<file path="src/rtl/led_pattern_gen_if.sv">
// ---------------------------------------------------------------------------
// led_pattern_gen_if
// Groups the control inputs and pattern outputs of led_pattern_gen.
//   en    : run enable. When low, the prescaler, pattern and direction freeze.
//   mode  : 00 bounce, 01 rotate-left, 10 rotate-right, 11 bar fill/drain
//   div   : step period minus one, in clock cycles
//   q     : registered LED pattern
//   step  : registered one-cycle pulse, high in the cycle q shows a new step
//   dir   : 1 = toward MSB / filling, 0 = toward LSB / draining
// The master modport drives the controls. The slave modport is the generator.
// ---------------------------------------------------------------------------
interface led_pattern_gen_if #(
    parameter int BITS  = 10,
    parameter int DIV_W = 24
);
    logic             en;
    logic [1:0]       mode;
    logic [DIV_W-1:0] div;
    logic [BITS-1:0]  q;
    logic             step;
    logic             dir;

    modport master (output en, mode, div, input q, step, dir);
    modport slave  (input en, mode, div, output q, step, dir);
endinterface

</file>
<file path="src/rtl/led_pattern_gen.sv">
// ---------------------------------------------------------------------------
// led_pattern_gen
// Prescaled LED pattern generator. It has four patterns: bounce, rotate-left,
// rotate-right and bar fill/drain.
// Ports:
//   clk : single clock. All state changes on the rising edge.
//   rst : asynchronous active-high reset
//   bus : led_pattern_gen_if.slave (en, mode, div in; q, step, dir out)
// Parameters:
//   BITS  : LED count (>= 2)
//   DIV_W : prescaler width
// ---------------------------------------------------------------------------
module led_pattern_gen #(
    parameter int BITS  = 10,
    parameter int DIV_W = 24
) (
    input  logic              clk,
    input  logic              rst,
    led_pattern_gen_if.slave  bus
);

    typedef enum logic [1:0] {
        MODE_BOUNCE = 2'b00,
        MODE_ROTL   = 2'b01,
        MODE_ROTR   = 2'b10,
        MODE_BAR    = 2'b11
    } mode_e;

    localparam logic [BITS-1:0]  ONE      = BITS'(1);
    localparam logic [BITS-1:0]  ALL_ONES = '1;
    localparam logic [DIV_W-1:0] CNT_ONE  = DIV_W'(1);

    logic [DIV_W-1:0] cnt_q, cnt_d;
    logic [BITS-1:0]  pattern_q, pattern_d;
    logic             dir_q, dir_d;
    logic             step_q, step_d;
    mode_e            mode_q, mode_d;

    logic             tick;
    logic             modeChange;

    assign tick       = bus.en & (cnt_q >= bus.div);
    assign modeChange = (bus.mode != mode_q);

    // State register. Reset leaves a single lit LED moving toward the MSB.
    // It also clears mode_q to bounce. Any other mode then reloads on the
    // first edge after release.
    always_ff @(posedge clk or posedge rst) begin
        if (rst) begin
            cnt_q     <= '0;
            pattern_q <= ONE;
            dir_q     <= 1'b1;
            step_q    <= 1'b0;
            mode_q    <= MODE_BOUNCE;
        end else begin
            cnt_q     <= cnt_d;
            pattern_q <= pattern_d;
            dir_q     <= dir_d;
            step_q    <= step_d;
            mode_q    <= mode_d;
        end
    end

    // Next-state logic. A mode change outranks everything, including a tick
    // in the same cycle. In that case the pattern restarts from bit 0 and no
    // step is reported. Otherwise the prescaler counts while enabled, and a
    // tick advances the pattern according to the registered mode.
    always_comb begin
        cnt_d     = cnt_q;
        pattern_d = pattern_q;
        dir_d     = dir_q;
        step_d    = 1'b0;
        mode_d    = mode_q;

        if (modeChange) begin
            pattern_d = ONE;
            dir_d     = 1'b1;
            cnt_d     = '0;
            mode_d    = mode_e'(bus.mode);
        end else if (tick) begin
            cnt_d  = '0;
            step_d = 1'b1;
            if ((mode_q != MODE_BAR) && (pattern_q == '0)) begin
                pattern_d = ONE;
                dir_d     = 1'b1;
            end else begin
                case (mode_q)
                    MODE_BOUNCE: begin
                        // Reverse on reaching a wall, stepping away in the same
                        // tick, so each end LED is shown for exactly one tick.
                        if (dir_q) begin
                            if (pattern_q[BITS-1]) begin
                                dir_d     = 1'b0;
                                pattern_d = pattern_q >> 1;
                            end else begin
                                pattern_d = pattern_q << 1;
                            end
                        end else begin
                            if (pattern_q[0]) begin
                                dir_d     = 1'b1;
                                pattern_d = pattern_q << 1;
                            end else begin
                                pattern_d = pattern_q >> 1;
                            end
                        end
                    end
                    MODE_ROTL: begin
                        pattern_d = {pattern_q[BITS-2:0], pattern_q[BITS-1]};
                        dir_d     = 1'b1;
                    end
                    MODE_ROTR: begin
                        pattern_d = {pattern_q[0], pattern_q[BITS-1:1]};
                        dir_d     = 1'b0;
                    end
                    MODE_BAR: begin
                        // Fill from bit 0 up, then drain by shifting zeros in.
                        if (dir_q) begin
                            if (pattern_q == ALL_ONES) begin
                                dir_d     = 1'b0;
                                pattern_d = pattern_q << 1;
                            end else begin
                                pattern_d = (pattern_q << 1) | ONE;
                            end
                        end else begin
                            if (pattern_q == '0) begin
                                dir_d     = 1'b1;
                                pattern_d = ONE;
                            end else begin
                                pattern_d = pattern_q << 1;
                            end
                        end
                    end
                    default: begin
                        pattern_d = ONE;
                        dir_d     = 1'b1;
                    end
                endcase
            end
        end else if (bus.en) begin
            cnt_d = cnt_q + CNT_ONE;
        end
    end

    assign bus.q    = pattern_q;
    assign bus.step = step_q;
    assign bus.dir  = dir_q;

endmodule

</file>
<file path="src/flat_wrapper.sv">
// flat-port wrapper written by rule: the top's interface ports become plain ports
module led_pattern_gen_flat 
#(
    parameter int BITS  = 10,
    parameter int DIV_W = 24
)
  (clk, rst, bus_en, bus_mode, bus_div, bus_q, bus_step, bus_dir);
  led_pattern_gen_if #(.BITS(BITS), .DIV_W(DIV_W)) bus_i ();
  input  logic clk;
  input  logic rst;
  input wire logic [$bits(bus_i.en)-1:0] bus_en;
  input wire logic [$bits(bus_i.mode)-1:0] bus_mode;
  input wire logic [$bits(bus_i.div)-1:0] bus_div;
  output wire logic [$bits(bus_i.q)-1:0] bus_q;
  output wire logic [$bits(bus_i.step)-1:0] bus_step;
  output wire logic [$bits(bus_i.dir)-1:0] bus_dir;
  assign bus_i.en = bus_en;
  assign bus_i.mode = bus_mode;
  assign bus_i.div = bus_div;
  assign bus_q = bus_i.q;
  assign bus_step = bus_i.step;
  assign bus_dir = bus_i.dir;
  led_pattern_gen #(.BITS(BITS), .DIV_W(DIV_W)) u_core (.clk(clk), .rst(rst), .bus(bus_i));
endmodule
</file>
<file path="config.mk">
export PLATFORM = sky130hd
export DESIGN_NAME = led_pattern_gen_flat
export DESIGN_NICKNAME = d
export VERILOG_FILES = /design/src/rtl/led_pattern_gen_if.sv /design/src/rtl/led_pattern_gen.sv /design/src/flat_wrapper.sv
export SDC_FILE = /design/constraint.sdc
export NUM_CORES = 1
export LEC_CHECK = 0
export CORE_ASPECT_RATIO = 0.7
export CORE_MARGIN = 5
export CORE_UTILIZATION = 25
export DETAILED_ROUTE_END_ITERATION = 12
export GPL_ROUTABILITY_DRIVEN = 0
export PLACE_DENSITY_LB_ADDON = 0.12
export SLEW_MARGIN = 20
export SYNTH_ARGS = -nofsm -noshare
export SYNTH_HDL_FRONTEND = slang
export SYNTH_SLANG_ARGS = --single-unit
</file>
<file path="constraint.sdc">
create_clock -name clk -period 2.6 [get_ports clk]
set_input_delay 0.52 -clock clk [delete_from_list [all_inputs] [get_ports clk]]
set_output_delay 0.52 -clock clk [all_outputs]
set_load 0.1 [all_outputs]
</file>
# Word-level counts from Yosys, hierarchy flattened
# Index checks and enable logic that the tools add are counted.
[word_totals]
memories = 0
register_bits = 38
inputBits = 29
mem_bits_ro = 0
ramBits = 0
elab_cells = 44
latchBits = 0
out_inout_bits = 12
[op_classes]
shifts = 0
eq_ne = 6
add_sub_neg = 1
order_cmp = 1
mux = 25
bitwise = 1
n_reduce_logical = 5
mul = 0
div_mod_pow = 0
[op_table]
columns = ["operator", "n"]
rows = [
  ["$mux 10", 8],
  ["$mux 24", 3],
  ["$pmux 10 s4", 1],
  ["$add 24x1->24 const B", 1],
  ["$ge 24x24->1", 1],
  ["$mux 1", 12],
  ["$eq 10x10->1 const B", 1],
  ["$logic_not 10->1", 1],
  ["$eq 2x2->1 const B", 2],
  ["$pmux 1 s4", 1],
  ["$reduce_bool 3->1", 1],
  ["$eq 2x1->1 const B", 1],
  ["$logic_not 2->1", 1],
  ["$ne 2x2->1", 1],
  ["$ne 2x2->1 const B", 1],
  ["$reduce_bool 2->1", 1],
  ["$and 1x1->1", 1],
  ["$logic_and 1x1->1", 1],
]

# Depth between registers and ports, before layout
# Gate-level depths: netlist (run 1).
[logic_depth]
depth_word = 7
mapped_depth = 10
depth_no_buf = 8

# Worst setup path after synthesis (run 1)
# No wires, ideal clock.
[synth_timing]
path_kind = "flip-flop to flip-flop"
from = "register u_core.pattern_q[9], in the netlist u_core.bus.q[9]"
to = "register u_core.pattern_q[3], in the netlist u_core.bus.q[3]"
required_time_ps = 2479
stages_incl_launch_ff = 8
t_arrival_ps = 2399
slack_ps = 81
path_buffers = 1
setup_time_ps = 121
synth_period_minus_slack_ps = 2519
cell_sequence = "dfrtp_1 -> buf_6 -> or4_4 -> nor4_4 -> o221ai_2 -> a22oi_2 -> a2111oi_1 -> a31o_1"
[synth_via]
elab_chain_cells = 7
elab_cells_between_ends = 10
classes_between = "mux (8); reduce/logical (2)"
[synth_lines]
columns = ["item", "line_no", "text"]
rows = [
  ["from (decl)", "led_pattern_gen.sv:34", "logic [BITS-1:0] pattern_q, pattern_d;"],
  ["from (signal assigned)", "led_pattern_gen.sv:57", "pattern_q <= pattern_d;"],
  ["$logic_not 10->1", "led_pattern_gen.sv:83, led_pattern_gen.sv:125", ""],
  ["$mux 10", "led_pattern_gen.sv:125", "if (pattern_q == '0) begin"],
  ["$mux 10", "led_pattern_gen.sv:117", "if (dir_q) begin"],
  ["$pmux 10 s4", "led_pattern_gen.sv:87", "case (mode_q)"],
  ["$mux 10 *", "led_pattern_gen.sv:83", "if ((mode_q != MODE_BAR) && (pattern_q == '0)) begin"],
  ["$mux 10 *", "led_pattern_gen.sv:80", "end else if (tick) begin"],
  ["$mux 10 *", "led_pattern_gen.sv:75", "if (modeChange) begin"],
]
# Every way passes the cells marked *; elsewhere a longest branch is shown, timed or not. The select of a mux whose other input is x is not followed.
# A chain may end at the register's enable or synchronous reset.

# Worst setup path after layout (run 1)
[layout_timing]
from = "input port bus_div[14]"
to = "register u_core.pattern_q[2], in the netlist u_core.bus.q[2]"
[layout_via]
elab_chain_cells = 3
[layout_lines]
columns = ["item", "line_no", "text"]
rows = [
  ["from (decl)", "flat_wrapper.sv:13", "input wire logic [$bits(bus_i.div)-1:0] bus_div;"],
  ["$ge 24x24->1", "led_pattern_gen.sv:42", "assign tick = bus.en & (cnt_q >= bus.div);"],
  ["$and 1x1->1", "led_pattern_gen.sv:42", ""],
  ["$reduce_bool 2->1 (no source line)", "-", ""],
]
# Every way passes these cells.

==> impl_results.md, run 1 <==
- Status: finished, final reports clean
- DR vias/cell: between 4 and 5
- Area share of the largest cell type after synthesis: about a third
- YS warnings: 0
- Relative slew margins: a little over a third
- Std-Cell Core Area: around 11000 sq um
- Pwr Density: around 360 nW/um^2
- Share of cells above drive strength 1: 17.8%
- Max Clock Skew: about 0.0037 ns
- Cell with the most instances after synthesis: dfrtp_1
- Total inserted antenna cells: 0
- Largest net degree at the start of global routing: 39
- Unrepaired setup endpoints after global routing: yes
- Final period util: 95.1%
- Critical path capture point type: flip-flop
- Setup slack at placement: -0.266 ns
- #FFs+latches synth: 38
- Mux contribution to synthesized area: under 10%
- Initial antenna violation count: 0
- Compound-Gate Fraction of Synth Area: 15.2%
- Final HPWL DP: a little under 6000 microns
- First-pass GRT wire length: 12600 microns
- Synth cell types: 55
- Post-Synth Simple-Gate Area: 22.8%
- Worst setup SP type: primary input
- Initial DRC Count: ~150
- DIE WIDTH: about 140 microns
- Vias: roughly 2500
- Area Overhead vs Synth: 31.4%
- XOR/XNOR Fraction of Synth Area: just under 7%
- Post-layout util: between 30 and 40%
- Tmin final: 2.47 ns
- FFs w/ async S/R, synth: 100%
- Site Rows: 32
- MaxCap Viol Count: 0
- Synth Flop Type: dfrtp_1
- Main area contributors after synthesis: dfrtp_1 32%, ha_1 11%, inv_1 4.4%, nand2_1 4.4%, nor3_1 4.2%
- Starting density of the core: 25.6%
- # setup viols final: 0
- Post-synth net total: 384
- Seq/Total Area, Yosys: about 34%
- Die area: 13600 sq um
- Final hold vios: 0
- Root Buffer Master: clkbuf_16
- Hold Crit Class: flip-flop to flip-flop
- Post-route ant nets: 0
- CTS tree: done
- CTS buffer count: 5
- Post-route worst setup slack: between 0.1 and 0.15 ns
- Worst Path Arrival: roughly 2.7 ns
- Adder-cell area share of the yosys netlist: around 11%
- Hold_buf cts: 0
- CP Class: primary input to flip-flop
- Top post-synthesis cells by count: 36 x dfrtp_1, 33 x inv_1, 33 x nand2_1
- Largest family of logic cells by synthesized area: simple AND/OR/NAND/NOR gates
- Netlist Area Pre-Place: 2830 sq um
- Final wirelength: between 7000 and 8000 microns
- Critical Path Fanout Max: 4
- Port Buf Inserts: 40
- VDD IR-drop max: 0.000200 V
- Die Height: just under 100 microns
- Ports: 41
- Global route overflow: 0
- Pins over their slew limit: 0
- Tot GR Track Use: 11.6%
- Vias in the first global route: approximately 2400
- DRC violations left: 0
- Leakage dissipation: about 1.7 nW
- Clock Latency Late Sink: between 0.2 and 0.3 ns
- Required @ worst endpoint: between 2 and 3 ns
- Reg clk slew, reported paths: around 0.050 ns
- FMAX: approximately 400 MHz
- Synthesized instance count: between 300 and 400
- WL/cell: between 10 and 15 microns
- H-Tree Depth: 2
- Drt pass-1 iters: 4
- Max Buffers Root-to-Sink: 2
- Syn avg cell area: roughly 8.6 sq um
- Sink Count: 38
- EDFF count, synth: 0
- Finished Layout Cells: 540
- Nets: 441
- Inst Count DP: between 500 and 600
- Synth area leader: dfrtp_1
- Slew @ Worst Pin: a little under 1 ns
## layer usage
metal | global-route usage [%] | routed length (microns)
met1 | 18.6 | 4210
met2 | 15.7 | 3040
met3 | 2.40 | 380
met4 | 2.30 | 42
met5 | 0 | 0
## cells by family after synthesis
group | after synthesis
adder cells (fa/ha/maj) | 25
AO/OA/AOI/OAI | 60
buffers and inverters | 50
XOR/XNOR | 22
AND/OR/NAND/NOR | 126
multiplexers | 9
flip-flops | 38
## where the power goes
group	switching [mW]	total (mW)	internal (mW)	leakage (nW)
clock	0.224	0.574	0.351	0.0640
sequential	0.00490	0.600	0.595	0.519
combinational	0.0902	0.166	0.0756	1.08
## through the flow
stage          setup TNS (ns)  cell area [sq um]  hold WS, ns  power [mW]
5_1_grt                -0.108               3720        0.586        1.41
6_report                    0               3720        0.566        1.34
4_1_cts                     0               3650        0.570        1.37
3_5_place_dp            -6.21               3510        0.561       0.775
2_1_floorplan               0               2830        0.528       0.693
3_3_place_gp            -6.51               3510        0.558       0.774
## worst max-delay path: stages
cell and delay [ns]:
clkdlybuf4s50_1 0.46, inv_1 0.05, ha_1 0.28, nand4_1 0.16, nor3_2 0.23, nand2_1 0.11
a21o_2 0.24, buf_4 0.14, a221o_1 0.33, a31oi_1 0.15
## cells in the final DEF, fill, tap and decap left out, types with 2 or more instances in the layout
master	netlist	final
nor2b_1	3	3
nand2_1	33	33
nand3b_1	2	2
o311a_1	2	2
a31o_2	2	2
nor2_1	20	20
clkbuf_1	6	2
buf_4	1	36
a22oi_1	2	2
a2111oi_1	1	2
inv_1	33	33
o21ai_0	10	9
a22o_2	3	3
dfrtp_1	36	36
ha_1	25	24
dfstp_2	2	2
and3_1	6	5
a21oi_1	18	18
mux2i_1	9	8
clkdlybuf4s50_1	0	28
a221o_1	2	2
nor3_1	24	23
nand2b_1	6	6
xor2_1	10	10
nand3_1	11	10
a31oi_1	2	2
and2_1	2	2
nand4_1	11	11
clkbuf_16	0	5
xnor2_1	12	12
## worst paths after layout
kind	from	to	slack (ns)	cells past startpoint
setup / recovery	bus_div[14]	u_core.bus.q[2]$_DFFE_PP0P_	0.13	10
hold / removal	u_core.cnt_q[0]$_DFFE_PP0P_	u_core.cnt_q[0]$_DFFE_PP0P_	0.57	2
setup reg to reg	u_core.bus.q[9]$_DFFE_PP0P_	u_core.bus.q[3]$_DFFE_PP0P_	0.38	6
hold reg to reg	u_core.cnt_q[0]$_DFFE_PP0P_	u_core.cnt_q[0]$_DFFE_PP0P_	0.57	2
max in group asynchronous	rst	u_core.bus.q[0]$_DFFE_PP1P_	1.56	3
min in group asynchronous	rst	u_core.cnt_q[9]$_DFFE_PP0P_	0.67	3
## cell type report
class | count | area, sq um
fill | 1213 | 7330
sequential | 38 | 953
inverter | 34 | 128
timing repair buffer | 66 | 582
multi-input combinational | 242 | 1730
tap | 153 | 191
clock buffer | 7 | 133
## sequential cells by signal, summed over array words and instances (netlist names)
signal and count:
u_core.bus.step 1, u_core.bus.q 10, u_core.cnt_q 24, u_core.bus.dir 1
u_core.mode_q 2
## what timing repair did
item,CTS,global route
resized for setup,0,15
setup endpoints to repair,0,34
hold endpoints to repair,0,0
buffers inserted,0,1
Note: power is estimated with default switching activity, not from simulation.
==> inputs of run 2 (changes only) <==
- GPL_TIMING_DRIVEN: unset -> 0
- SLEW_MARGIN: 20 -> 15
- clock period: 2.6 -> 2.4 ns (I/O delays scaled with it)
==> impl_results.md, run 2 (same netlist as run 1, synthesis figures left out) <==
- Multi-input logic area: 2050 sq um
- Nets: approximately 450
- Finished Layout Cells: 548
- Std-Cell Core Area: approximately 11000 sq um
- Sequential cell area: 956 sq um
- MaxCap Viol Count: 0
- Pwr Density: between 300 and 400 nW/um^2
- Max Clock Skew: 0.00488 ns
- Port Buf Inserts: 39
- Drt pass-1 iters: 4
- WL/cell: roughly 15 microns
- Tot GR Track Use: 12.2%
- Largest Register: u_core.cnt_q
- # setup viols final: 0
- First-pass GRT wire length: about 13000 microns
- Commonest non-fill, non-tap cell in the layout: dfrtp_1
- Slowest cell on crit path: clkdlybuf4s50_1
- FILL cells: about 1100
- Share of cells above drive strength 1: around 28%
- Total inserted antenna cells: 0
- Tmin final: roughly 2.4 ns
- Vias: between 2000 and 3000
- Sink Count: 38
- Worst path cell trace: clkdlybuf4s50_1
- Initial DRC Count: around 110
- CTS buffer count: 5
- Ports: 41
- Vias in the first global route: ~2600
- H-Tree Depth: 2
- Setup tns final: 0 ns
- Status: finished, final reports clean
- Reg clk slew, reported paths: 0.06 ns
- Root Buffer Master: clkbuf_16
- Critical Path Fanout Max: 6
- Leakage dissipation: 1.82 nW
- Inst Count DP: around 520
- Max Buffers Root-to-Sink: 2
- CTS tree: done
- Critical path capture point type: output port
- Die area: about 14000 sq um
- Area Overhead vs Synth: 45.9%
- Hold Crit Class: primary input to async pin
- Bufs and invs on worst path: 1
- CP max stage delay: between 1 and 1.5 ns
- FMAX: between 400 and 500 MHz
- Worst setup SP type: flip-flop
- Flip-flop count of the largest register after layout: 24
- Worst Path Arrival: around 1.9 ns
- Commonest cells after routing, fill and taps aside: 34 x dfrtp_1, 31 x nand2_1, 22 x inv_1
- Largest net degree at the start of global routing: 30
- Initial antenna violation count: 0
- Relative slew margins: between 30% and 40%
- DR vias/cell: approximately 4.7
- Post-route ant nets: 0
- CP top delay family: buffers and inverters
- Slew @ Worst Pin: ~0.98 ns
- Site Rows: 32
- FF-to-FF End: u_core.bus.q[3]$_DFFE_PP0P_
- FF-to-FF Start: u_core.bus.q[2]$_DFFE_PP0P_
- Final period util: a little over nine tenths
- R2R cell count: 7
- Clock Latency Late Sink: around 0.28 ns
- Reg2reg setup slack: 0.14 ns
- Die Height: 99.1 microns
- Starting density of the core: 25.6%
- VDD IR-drop max: 0.000247 V
- DIE WIDTH: around 140 microns
- Final hold vios: 0
- Final wirelength: 8120 microns
- Global route overflow: 0
- Required @ worst endpoint: between 1.5 and 2 ns
- CP Class: flip-flop to output port
- Pins over their slew limit: 0
- DRC violations left: 0
- Final HPWL DP: roughly 6000 microns
==> run 2: worst max-delay path by stage <==
stage / slack, ns / start / cells past startpoint / endpoint
2_1_floorplan: 0.04 / u_core.bus.q[6]$_DFFE_PP0P_ / 6 / u_core.bus.q[3]$_DFFE_PP0P_
3_3_place_gp: -0.94 / bus_div[6] / 9 / u_core.bus.q[0]$_DFFE_PP1P_
3_5_place_dp: -0.95 / bus_div[6] / 9 / u_core.bus.q[5]$_DFFE_PP0P_
4_1_cts: -0.04 / bus_div[7] / 9 / u_core.bus.q[5]$_DFFE_PP0P_
5_1_grt: -0.01 / bus_div[7] / 9 / u_core.bus.q[9]$_DFFE_PP0P_
6_report: 0.04 / u_core.bus.q[8]$_DFFE_PP0P_ / 1 / bus_q[8]
==> run 2: final cells by class <==
type / count / share of cell area [%]
multi-input cells: 242 / 49.5
flip-flops and latches: 38 / 23.1
repair buffers: 58 / 13.9
well taps: 153 / 4.63
clock buffers: 7 / 3.45
inverters: 34 / 3.09
plain buffers: 15 / 2.12
clock inverters: 1 / 0.121
==> run 2: through the flow <==
step / area [sq um] / utilization (%) / setup WS (ns) / power, mW / hold slack (ns)
CTS: 3890 / 35.2 / -0.0367 / 1.53 / 0.461
detailed placement: 3440 / 31.1 / -0.952 / 0.836 / 0.560
finish: 4130 / 37.4 / 0.0365 / 1.52 / 0.448
floorplan: 2840 / - / 0.0377 / 0.750 / 0.528
global placement: 3420 / 30.9 / -0.942 / 0.830 / 0.556
global route: 4130 / 37.4 / -0.00974 / 1.59 / 0.492
==> run 2: per-layer routing <==
layer	routed length, microns	vias to the layer above	GRT usage (%)
met3	284	2	1.79
met2	3500	44	17.8
met5	0	-	0
met1	4320	1258	19.1
met4	19	0	2.07
li1	-	1287	-
==> run 2: power breakdown <==
group | leakage [nW] | internal (mW) | switching [mW]
registers | 0.516 | 0.644 | 0.00391
logic | 1.24 | 0.0836 | 0.117
clock network | 0.0739 | 0.412 | 0.257
==> run 2: repair_timing <==
item | in CTS | in global routing
gates resized for setup | 50 | 56
setup buffers | 11 | 4
gates cloned | 3 | 0
hold buffers | 0 | 0
setup endpoints to repair | 42 | 35
pin swaps | 18 | 27
==> inputs of run 3 (changes only) <==
- ABC_CLOCK_PERIOD_IN_PS: unset -> 2400
==> results of run 3 <==
Same layout as run 2: the final DEF is identical, and so are final timing and power.
